### config.mk
export PLATFORM = sky130hd
export DESIGN_NAME = pipe_stage_elastic
export DESIGN_NICKNAME = d
export VERILOG_FILES = /design/src/rtl/pipe_pkg.sv /design/src/rtl/pipe_stage_elastic.sv
export SDC_FILE = /design/constraint.sdc
export NUM_CORES = 1
export LEC_CHECK = 0
export ABC_AREA = 1
export CORE_MARGIN = 2
export CORE_UTILIZATION = 40
export DETAILED_ROUTE_END_ITERATION = 12
export GPL_ROUTABILITY_DRIVEN = 0
export PLACE_DENSITY = 0.64
export SLEW_MARGIN = 5
export SYNTH_ARGS = -nofsm -noshare
export SYNTH_HDL_FRONTEND = slang
export SYNTH_SLANG_ARGS = --single-unit
### constraint.sdc
create_clock -name CLK -period 3.66 [get_ports CLK]
set_input_delay 1.098 -clock CLK [delete_from_list [all_inputs] [get_ports CLK]]
set_output_delay 1.098 -clock CLK [all_outputs]
set_load 0.02 [all_outputs]
### src/rtl/pipe_pkg.sv
// Shared types for the elastic inter-stage registers: the stage occupancy enum
// and the packed payload carried by each stage boundary.
package pipe_pkg;

    // Bit 0 flags a valid main entry and bit 1 a valid skid entry, so both
    // valid bits come straight off the state flops.
    typedef enum logic [1:0] {
        EMPTY = 2'b00,
        ONE   = 2'b01,
        FULL  = 2'b11
    } stage_state_e;

    localparam int XLEN = 32;

    typedef struct packed {
        logic [3:0] alu_op;
        logic       alu_src_imm;
        logic       mem_read;
        logic       mem_write;
        logic       reg_write;
        logic       mem_to_reg;
        logic       branch;
    } ctrl_t;

    typedef struct packed {
        logic [XLEN-1:0] pc;
        logic [XLEN-1:0] instr;
    } if_id_t;

    typedef struct packed {
        ctrl_t           ctrl;
        logic [XLEN-1:0] pc;
        logic [XLEN-1:0] rs1_val;
        logic [XLEN-1:0] rs2_val;
        logic [XLEN-1:0] imm;
        logic [4:0]      rd;
    } id_ex_t;

    typedef struct packed {
        ctrl_t           ctrl;
        logic [XLEN-1:0] alu_result;
        logic [XLEN-1:0] store_data;
        logic [4:0]      rd;
    } ex_mem_t;

    typedef struct packed {
        logic            reg_write;
        logic            mem_to_reg;
        logic [XLEN-1:0] alu_result;
        logic [XLEN-1:0] load_data;
        logic [4:0]      rd;
    } mem_wb_t;

    localparam int IF_ID_W  = $bits(if_id_t);
    localparam int ID_EX_W  = $bits(id_ex_t);
    localparam int EX_MEM_W = $bits(ex_mem_t);
    localparam int MEM_WB_W = $bits(mem_wb_t);

endpackage

### src/rtl/pipe_stage_elastic.sv
// Elastic pipeline register with valid/ready handshake, synchronous flush and
// an optional two-entry skid buffer that registers in_ready.
//
// Handshake: a payload moves on a side when valid and ready are both high at
// the rising edge; valid never depends on ready, and a held payload stays
// stable until it is taken.
module pipe_stage_elastic
    import pipe_pkg::*;
#(
    parameter int WIDTH          = 32,
    parameter bit SKID           = 1'b1,
    parameter bit CLEAR_ON_FLUSH = 1'b1
) (
    input  logic             CLK,
    input  logic             rst,
    input  logic             in_valid,
    output logic             in_ready,
    input  logic [WIDTH-1:0] in_data,
    output logic             out_valid,
    input  logic             out_ready,
    output logic [WIDTH-1:0] out_data,
    input  logic             flush,
    output logic [1:0]       count
);

    logic             in_fire;
    logic             out_fire;
    logic             main_v;
    logic             skid_v;
    logic [WIDTH-1:0] main_data_q;
    logic [WIDTH-1:0] main_data_d;

    assign in_fire   = in_valid & in_ready;
    assign out_fire  = main_v & out_ready;
    assign out_valid = main_v;
    assign out_data  = main_data_q;
    assign count     = {1'b0, main_v} + {1'b0, skid_v};

    generate
        if (SKID) begin : g_skid
            stage_state_e     state_q;
            stage_state_e     state_d;
            logic [WIDTH-1:0] skid_data_q;
            logic [WIDTH-1:0] skid_data_d;

            always_comb begin
                state_d     = state_q;
                main_data_d = main_data_q;
                skid_data_d = skid_data_q;
                if (flush) begin
                    state_d = EMPTY;
                    if (CLEAR_ON_FLUSH) begin
                        main_data_d = '0;
                        skid_data_d = '0;
                    end
                end else begin
                    case (state_q)
                        EMPTY: begin
                            if (in_fire) begin
                                state_d     = ONE;
                                main_data_d = in_data;
                            end
                        end
                        ONE: begin
                            if (in_fire && out_fire) begin
                                main_data_d = in_data;
                            end else if (in_fire) begin
                                state_d     = FULL;
                                skid_data_d = in_data;
                            end else if (out_fire) begin
                                state_d = EMPTY;
                            end
                        end
                        FULL: begin
                            // in_ready is low here, so only the skid->main move can happen.
                            if (out_fire) begin
                                state_d     = ONE;
                                main_data_d = skid_data_q;
                            end
                        end
                        default: state_d = EMPTY;
                    endcase
                end
            end

            always_ff @(posedge CLK or posedge rst) begin
                if (rst) begin
                    state_q     <= EMPTY;
                    main_data_q <= '0;
                    skid_data_q <= '0;
                end else begin
                    state_q     <= state_d;
                    main_data_q <= main_data_d;
                    skid_data_q <= skid_data_d;
                end
            end

            assign main_v   = state_q[0];
            assign skid_v   = state_q[1];
            assign in_ready = ~state_q[1];
        end else begin : g_single
            logic main_v_q;
            logic main_v_d;

            always_comb begin
                main_v_d    = main_v_q;
                main_data_d = main_data_q;
                if (flush) begin
                    main_v_d = 1'b0;
                    if (CLEAR_ON_FLUSH) begin
                        main_data_d = '0;
                    end
                end else if (in_fire) begin
                    main_v_d    = 1'b1;
                    main_data_d = in_data;
                end else if (out_fire) begin
                    main_v_d = 1'b0;
                end
            end

            always_ff @(posedge CLK or posedge rst) begin
                if (rst) begin
                    main_v_q    <= 1'b0;
                    main_data_q <= '0;
                end else begin
                    main_v_q    <= main_v_d;
                    main_data_q <= main_data_d;
                end
            end

            assign main_v = main_v_q;
            assign skid_v = 1'b0;
            // Combinational out_ready -> in_ready path: the entry can be replaced
            // in the same cycle it leaves.
            assign in_ready = ~main_v_q | out_ready;
        end
    endgenerate

endmodule

=== Word-level counts from Yosys, hierarchy flattened ===
Cells that the tools add are included.

* Flip-flop bits (word level): 66
* Input bits: 37

* Add/subtract/negate cells: 1
* Equality and inequality tests: 8
* Mux-type cells: 15
* Bitwise gates (word level): 3
* Reduce and logical (&&, ||, !) cells: 8

{| class="wikitable"
|+ Operators with widths
! kind !! count
|-
| $mux W32 || 7
|-
| $pmux W32 S3 || 1
|-
| $mux W2 || 6
|-
| $ne A3 B3 Y1 const B || 4
|-
| $reduce_and A4 Y1 || 2
|-
| $pmux W2 S3 || 1
|-
| $ne A4 B4 Y1 const B || 1
|-
| $reduce_bool A2 Y1 || 2
|-
| $reduce_bool A4 Y1 || 1
|-
| $reduce_and A3 Y1 || 1
|-
| $add A1 B1 Y2 || 1
|-
| $and A1 B1 Y1 || 2
|-
| $eq A2 B1 Y1 const B || 1
|-
| $eq A2 B2 Y1 const B || 1
|-
| $logic_not A2 Y1 || 1
|-
| $ne A2 B2 Y1 const B || 1
|-
| $logic_and A1 B1 Y1 || 1
|-
| $not A1 Y1 || 1
|}

=== Logic depth before layout (Yosys ltp) ===
* Depth after elaboration: 6
* Gate-level depth with buffers: 9
* Depth with buffers taken out: 8

=== Worst setup path before layout ===
Ideal clock, no wire load.

* Path kind: register to output
* From: register g_skid.state_q[0]
* To: output port count[0]
* Arrival time: 0.993 ns
* Required time: 2.562 ns
* Setup slack: 1.569 ns
* Cell stages (with the launch flop): 3
* Buffers on the path: 0
* Path through: dfrtp_1 inv_1 ha_1

* Longest elaborated chain between the ends: 1

{| class="wikitable"
|+ Ends and longest elaborated chain
! item !! line !! RTL
|-
| start, declared || pipe_stage_elastic.sv:41 || <nowiki>stage_state_e state_q;</nowiki>
|-
| start signal, assigned || pipe_stage_elastic.sv:92 || <nowiki>state_q <= state_d;</nowiki>
|-
| $add A1 B1 Y2 || pipe_stage_elastic.sv:37 || <nowiki>assign count = {1'b0, main_v} + {1'b0, skid_v};</nowiki>
|-
| end, declared || pipe_stage_elastic.sv:23 || <nowiki>output logic [1:0] count</nowiki>
|}

No other way between the ends.

=== Worst setup path after layout ===
Ends and elaborated chain as after synthesis.

==> results.sh <==
export IMPL_ys_seq_area_share_pct=47.79
export IMPL_syn_nets=473
export IMPL_vdd_drop_max_v=0.0002860
export IMPL_yosysTopAreaCell="dfrtp_1"
export IMPL_hold_buffers=0
export IMPL_cts_tree="built"
export IMPL_track_usage_pct=18.56
export IMPL_status="completed"
export IMPL_synth_edf_count=0
export IMPL_finalSetupViolCount=0
export IMPL_drt_iter0_markers=133
export IMPL_dieHeight_um=96.95
export IMPL_final_hold_violation_count=0
export IMPL_yosysWarningCount=0
export IMPL_clock_skew_ns=0.01016
export IMPL_dieArea_sq_um=9399
export IMPL_final_antenna_net_count=0
export IMPL_synth_distinct_cells=21
export IMPL_fmax_mhz=342.7
export IMPL_wl_per_cell_um=13.58
export IMPL_crit_chain="inv_1 -> ha_1 -> clkdlybuf4s50_1"
export IMPL_maxSlewViolCount=0
export IMPL_power_leakage_uw=0.002193
export IMPL_worstPathArrival_ns=1.82
export IMPL_coreArea_sq_um=8299
export IMPL_cap_viol_max_count=0
export IMPL_worstSetupStartpointType="flop"
export IMPL_ys_async_sr_fraction_pct=100.0
export IMPL_grt_max_degree=67
export IMPL_syn_inst=432
export IMPL_cpMaxStageDelayCell="clkdlybuf4s50_1"
export IMPL_avgSynthCellArea_sq_um=8.000
export IMPL_fin_crit_sh_pct=79.72
export IMPL_post_cts_buffers=0
export IMPL_wl_um=8150
export IMPL_cts_repair_resized=0
export IMPL_yosys_top_cells_area="dfrtp_1, nand3_1, o21ai_0, inv_1, o21bai_1"
export IMPL_dominantRegCellSynth="dfrtp_1"
export IMPL_powerDensity_nw_per_um2=682.8
export IMPL_final_setup_tns_ns=0
export IMPL_critPathTopFamily="buffers and inverters"
export IMPL_ios=73
export IMPL_start_util_pct=41.64
export IMPL_dieWidth_um=96.95
export IMPL_clock_path_buffers=2
export IMPL_dr_total_vias=3007
export IMPL_period_needed_ns=2.918
export IMPL_grt_pass1_vias=2923
export IMPL_via_per_inst=5.012
export IMPL_place_area_sq_um=4219
export IMPL_fin_area_sq_um=4423
export IMPL_layout_setup_ws_ns=0.7421
export IMPL_rows=33
export IMPL_io_buffers=72
export IMPL_syn_area_sq_um=3456
export IMPL_clkSinkCount=66
export IMPL_htreeDepth=3
export IMPL_grt_overflow=0
export IMPL_slew_headroom_pct=34.88
export IMPL_diodes=0
export IMPL_synthToLayoutAreaGrowth_pct=27.99
export IMPL_grt_setup_unrepaired="no"
export IMPL_dp_hpwl_um=4918
export IMPL_ys_seq_elements=66
export IMPL_worstMarginPinSlew_ns=0.9732
export IMPL_worst_path_buf_inv=2
export IMPL_grt_pass1_wl_um=14290
export IMPL_clk_latency_ns=0.35
export IMPL_pre_cts_ws_ns=0.4479
export IMPL_dr_pass1_iters=4
export IMPL_yosys_area_top_type_share_pct=47.79
export IMPL_critPathRequiredTime_ns=2.56
export IMPL_final_core_util_pct=53.29
export IMPL_clk_pin_slew_ns=0.07
export IMPL_ys_top_cells_by_count="inv_1, nand3_1, dfrtp_1"
export IMPL_final_nets=531
export IMPL_drive_above_1_share_pct=6.465
export IMPL_cts_root_buffer="clkbuf_8"
export IMPL_drc_errors=0
export IMPL_crit_path_max_fanout=6
export IMPL_antenna_found_initial=0
export IMPL_criticalPathCategory="reg2out"
export IMPL_min_path_type="reg2reg"
export IMPL_crit_path_max_incr_delay_ns=0.61
export IMPL_yosysMostFrequentCell="inv_1"
export IMPL_endpoint_kind="output port"
export IMPL_cts_buffers=9
routing by layer:
layer	vias up	GRT usage, %	share of wire [%]
met1	1405	25.96	48
met3	7	3.613	5.2
met5	-	0	0
met4	0	6.826	1.0
li1	1519	-	-
met2	76	28.69	46
through the flow:
stage          hold WS, ns  std cells  power, uW
6_report            0.5288        600       3020
5_1_grt             0.5435        600       3242
4_1_cts             0.5295        600       3059
3_5_place_dp        0.5078        584       2415
3_3_place_gp        0.4984        584       2403
2_1_floorplan       0.4865        432       1881
worst reg2reg max path, stage by stage, from the launching register on:
cell and delay [ns]:
dfrtp_1 0.46, ha_2 0.22, buf_4 0.48, inv_1 0.13
nand2_1 0.09, nor2_1 0.06, a21oi_4 0.66, nand3_1 0.18
nand2_1 0.11
cell families (layout without fill, tap and decap cells):
logic type | Yosys count | after routing | synth area share [%]
AND/OR/NAND/NOR | 125 | 125 | 16.26
AO/OA/AOI/OAI | 130 | 130 | 21.58
buffers and inverters | 107 | 170 | 12.93
adder cells (fa/ha/maj) | 4 | 4 | 1.448
flip-flops | 66 | 66 | 47.79
final timing paths:
kind | startpoint | endpoint | slack (ns) | cells past startpoint
max in group asynchronous | rst | out_data[27]$_DFFE_PP0P_ | 2.23 | 3
hold reg to reg | g_skid.skid_data_q[17]$_DFFE_PP0P_ | g_skid.skid_data_q[17]$_DFFE_PP0P_ | 0.53 | 2
setup reg to reg | g_skid.state_q[0]$_DFFE_PP0P_ | out_data[18]$_DFFE_PP0P_ | 1.21 | 8
setup / recovery | g_skid.state_q[0]$_DFFE_PP0P_ | count[0] | 0.74 | 3
min in group asynchronous | rst | out_data[19]$_DFFE_PP0P_ | 1.14 | 3
hold / removal | g_skid.skid_data_q[17]$_DFFE_PP0P_ | g_skid.skid_data_q[17]$_DFFE_PP0P_ | 0.53 | 2
sequential cells by signal, indices dropped and copies added (netlist names):
register,count
g_skid.state_q,2
g_skid.skid_data_q,32
out_data,32
final cells by class:
type / instances / area, sq um
clock buffers: 10 / 137.6
clock inverters: 6 / 66.31
fillers: 798 / 3876
inverters: 75 / 282.8
multi-input cells: 259 / 1368
flip-flops and latches: 66 / 1652
well taps: 105 / 131.4
repair buffers: 79 / 785.8
power breakdown:
group	internal (uW)	switching, uW	total [uW]
Sequential	944	116	1060
Clock	333	300	633
Combinational	566	761	1330
Total	1840	1180	3020
placed cells by master, fill, tap and decap left out, types with 2 or more instances in the layout:
master            n
clkinvlp_4        3
clkinv_2          2
clkdlybuf4s50_1  72
dfrtp_1          66
ha_1              3
nor2_1            4
buf_4             6
o21ai_1           8
inv_2             4
a21oi_1          32
clkbuf_8         10
nand2_1          49
nand3_1          69
o21ai_0          56
o21bai_1         32
inv_1            70
Power figures use the tool's default switching activity.
==> edit 1, RTL diff (config.mk and constraints unchanged) <==
Register the output `count`; this adds one clock of latency there. The other outputs are not delayed to match.
--- a/src/rtl/pipe_stage_elastic.sv
+++ b/src/rtl/pipe_stage_elastic.sv
@@ -34,7 +34,9 @@
     assign out_fire  = main_v & out_ready;
     assign out_valid = main_v;
     assign out_data  = main_data_q;
-    assign count     = {1'b0, main_v} + {1'b0, skid_v};
+    always_ff @(posedge CLK) begin
+        count <= {1'b0, main_v} + {1'b0, skid_v};
+    end
 
     generate
         if (SKID) begin : g_skid
Check against the original RTL: not equivalent (a bounded check fails within 4 cycles, from zero or initial values and one cycle with rst high).
==> edit 1 against the original RTL <==
- area after synthesis rose by 3.3%
- final area rose by 0.51%
- critical path depth fell by 1
- setup slack improved by 0.30 ns
- final cell count rose by 0.17%
- sequential cell count rose by 2
- first-iteration DRC count rose by 3.8%
- utilization fell by 2.1 points
- wire length rose by 0.70%
- total power fell by 1.9%
- clock skew barely moved
- synthesized cell count did not move
- critical path type unchanged
- critical endpoint is now in_ready
- largest power group unchanged
==> edit 1: results (changes against the original RTL) <==
status:
  outcome: "finished, final reports clean"  # unchanged
hold_path:
  worstHoldEndpoint: "g_skid.skid_data_q[16]"  # was g_skid.skid_data_q[17]
  hold_path_startpoint: "g_skid.skid_data_q[16]"  # was g_skid.skid_data_q[17]
sta:
  fin_hold_ws_ns: 0.520  # was 0.529 ns
  skew_ns: 0.0103  # was 0.0102 ns
  max_slew_margin_pct: 56.0  # was 34.9%
worst_setup_path:
  critPathTopFamily: "buffers and inverters"  # unchanged
  worst-r2r-cell-count: 6  # was 8
  cp_max_fo: 5  # was 6
  reg2reg_setup_slack_ns: 1.70  # was 1.21 ns
placed_design:
  placedCellCount: 587  # was 584
  pre_cts_ws_ns: 0.735  # was 0.448 ns
  dpl.hpwl_mm: 5.14  # was 4.92 mm
grt:
  met1_usage_pct: 25.1  # was 26.0%
  grt_max_degree: 54  # was 67
  grt_use_met2_pct: 29.7  # was 28.7%
  grtUsageTotal_pct: 18.7  # was 18.6%
  grt_pass1_vias: 2958  # was 2923
power:
  power_leakage_nw: 2.20  # was 2.19 nW
  combPwrFrac_pct: 43.9  # was 44.0%
  clkPwrFrac_pct: 19.3  # was 21.0%
  p_switching_mw: 1.14  # was 1.18 mW
synthesis:
  async_flop_share_pct: 97.1  # was 100%
  synthTopCellsByCount: "70 x inv_1, 68 x nand3_1, 66 x dfrtp_1"  # was 71 x inv_1, 69 x nand3_1, 66 x dfrtp_1
  ys_types: 23  # was 21
  synth_compound_area_share_pct: 21.2  # was 21.6%
  synthAdderAreaFrac_pct: 1.40  # was 1.45%
  synth_area_leaders: "dfrtp_1 46%, nand3_1 9.5%, inv_1 7.4%"  # was dfrtp_1 48%, nand3_1 10%, o21ai_0 8.1%
  syn_inst: 432  # unchanged
cells_and_area:
  final_cells: 601  # was 600
  drive_above_1_share_pct: 6.90  # was 6.46%
route:
  drt_iter0_markers: 138  # was 133
  wl_met2_mm: 3.93  # was 3.76 mm
  met1_length_mm: 3.67  # was 3.88 mm
  wl_met3_um: 526  # was 422 µm
  vias: 3013  # was 3007
## edit 1: cell count changes after synthesis, moves of 2 or more
cell	unedited run	this run
nand2_1	49	45
nand2_2	1	3
o21ai_0	56	46
buf_6	0	10
clkbuf_1	11	6
buf_4	7	3
clkbuf_2	5	0
dfxtp_1	0	2
buf_2	9	13
o21ai_1	8	18
## edit 1: how the worst max path moves through the flow
stage | depth (start not counted) | startpoint | to
3_5_place_dp | 8 | flush | g_skid.state_q[1]
6_report | 2 | g_skid.state_q[1] | in_ready
5_1_grt | 7 | flush | out_data[10]
2_1_floorplan | 1 | rst | g_skid.skid_data_q[0]
3_3_place_gp | 7 | flush | out_data[18]
4_1_cts | 2 | g_skid.state_q[1] | in_ready
## edit 1: area by class of cell
class                      count  area (µm²)
fill                         842        4230
multi-input combinational    258        1380
clock inverter                 1        7.51
clock buffer                  13         169
inverter                      74         278
tap                          108         135
timing repair buffer          79         786
sequential                    68        1690
==> edit 2, RTL diff (same settings) <==
Without the edit above. `WIDTH`: 32 -> 64.
--- a/src/rtl/pipe_stage_elastic.sv
+++ b/src/rtl/pipe_stage_elastic.sv
@@ -7,7 +7,7 @@
 module pipe_stage_elastic
     import pipe_pkg::*;
 #(
-    parameter int WIDTH          = 32,
+    parameter int WIDTH          = 64,
     parameter bit SKID           = 1'b1,
     parameter bit CLEAR_ON_FLUSH = 1'b1
 ) (
Interface: changed (resized in_data and out_data); port bits go from 73 to 137. No check against the original RTL was run, so the function may have changed too.
==> edit 2 against the original RTL <==
- setup slack lost 0.29 ns
- utilization shrank 0.30 points
- sequential power rose by 97%
- sequential cell count grew 64
- total power is 100% higher
- area after synthesis rose by 86%
- clock skew shrank 0.0056 ns
- combinational power rose by 74%
- critical path depth down 1
- final area up 89%
- die area rose by 82%
- wire length rose by 110%
- critical path type unchanged
- largest cell class unchanged
==> edit 2: results (changes against the original RTL) <==
grt:
  grt_max_degree: 66  # was 67
  grt_pass1_vias: 5368  # was 2923
  grtUsageTotal_pct: 20.9  # was 18.6%
route:
  drt_iter0_markers: 496  # was 133
  wl_per_cell_um: 14.6  # was 13.6 µm
  viasPerCell: 4.95  # was 5.01
  first_pass_iters: 5  # was 4
  routed_wirelength_mm: 16.8  # was 8.15 mm
worst_setup_path:
  critPathTopFamily: "buffers and inverters"  # unchanged
  cp_max_fo: 19  # was 6
  slowest_delay_ns: 0.71  # was 0.61 ns
  arrival_ns: 2.11  # was 1.82 ns
power:
  ir_worst_vdd_mv: 0.391  # was 0.286 mV
  power_leakage_nw: 4.31  # was 2.19 nW
  swShare_pct: 36.6  # was 39.0%
placed_design:
  io_buffers: 136  # was 72
  dpl.hpwl_mm: 9.98  # was 4.92 mm
  placedCellCount: 1115  # was 584
synthesis:
  synthTopCellsByCount: "324 x nand2_1, 130 x dfrtp_1, 112 x nand3_1"  # was 71 x inv_1, 69 x nand3_1, 66 x dfrtp_1
  seq_area_frac_synth_pct: 50.7  # was 47.8%
  syn-mean-instance-area_um2: 7.90  # was 8.00 µm²
  synth_area_leaders: "dfrtp_1 51%, nand2_1 19%, nand3_1 8.7%"  # was dfrtp_1 48%, nand3_1 10%, o21ai_0 8.1%
cts:
  numCtsBuffers: 17  # was 9
  cts-root-buf: "clkbuf_16"  # was clkbuf_8
  clock_latency_ns: 0.42  # was 0.35 ns
  clkSlewWorstSetupHoldPaths_ns: 0.05  # was 0.07 ns
  cts-htree-levels: 4  # was 3
sta:
  skew_ns: 0.00459  # was 0.0102 ns
  max_slew_margin_pct: 49.6  # was 34.9%
cells_and_area:
  diodes: 0  # unchanged
  drive_above_1_share_pct: 7.63  # was 6.46%
  fin_nets: 991  # was 531
hold_path:
  hold_path_startpoint: "out_data[42]"  # was g_skid.skid_data_q[17]
status:
  outcome: "finished, final reports clean"  # unchanged
## edit 2: metrics by stage
stage / power [mW] / util, % / instance area (µm²)
after global routing: 6.48 / 53.0 / 8360
final: 6.10 / 53.0 / 8360
after CTS: 6.17 / 53.0 / 8360
after floorplan: 3.54 / - / 6420
after global placement: 4.44 / 49.3 / 7770
after detailed placement: 4.45 / 49.3 / 7770
## edit 2: path summary, 6_finish.rpt
path | depth (start not counted) | slack, ns | endpoint
max | 2 | 0.45 | count[1]
min | 2 | 0.47 | out_data[42]
max reg2reg | 8 | 1.11 | out_data[35]
min reg2reg | 2 | 0.47 | out_data[42]
max in group asynchronous | 3 | 1.84 | out_data[48]
min in group asynchronous | 2 | 1.11 | g_skid.skid_data_q[16]
## edit 2: layer usage
layer	share of wire, %	track usage, %
met1	49	30.0
met2	45	31.8
met3	5.6	4.64
met4	1.2	6.32
met5	0	0
## edit 2: tightest hold or removal path: stages, from the launching register on
cell,delay [ns]
dfrtp_1,0.34
nand2_1,0.05
nand2_1,0.04
## edit 2: final cells by class
class                           instances  area (µm²)
Fill cell                            1512        7410
Sequential cell                       130        3250
Multi-Input combinational cell        610        2710
Timing Repair Buffer                  148        1490
Clock buffer                           28         517
Tap cell                              216         270
Clock inverter                          4        70.1
Inverter                               11        46.3
## edit 2: power groups by stage
stage          clock, mW  sequential (mW)  combinational (mW)
3_3_place_gp           0             2.12                2.32
5_1_grt             1.79             2.15                2.54
6_report            1.69             2.09                2.32
4_1_cts             1.72             2.10                2.35
3_5_place_dp           0             2.11                2.34
2_1_floorplan          0             2.47                1.07
## edit 2: cell families after synthesis
family                     share of synthesized area (%)
adders and majority gates                          0.780
DFF                                                 50.7
and+or+nand+nor                                     36.5
AOI/OAI and AO/OA                                   4.99
buffers and inverters                               7.08
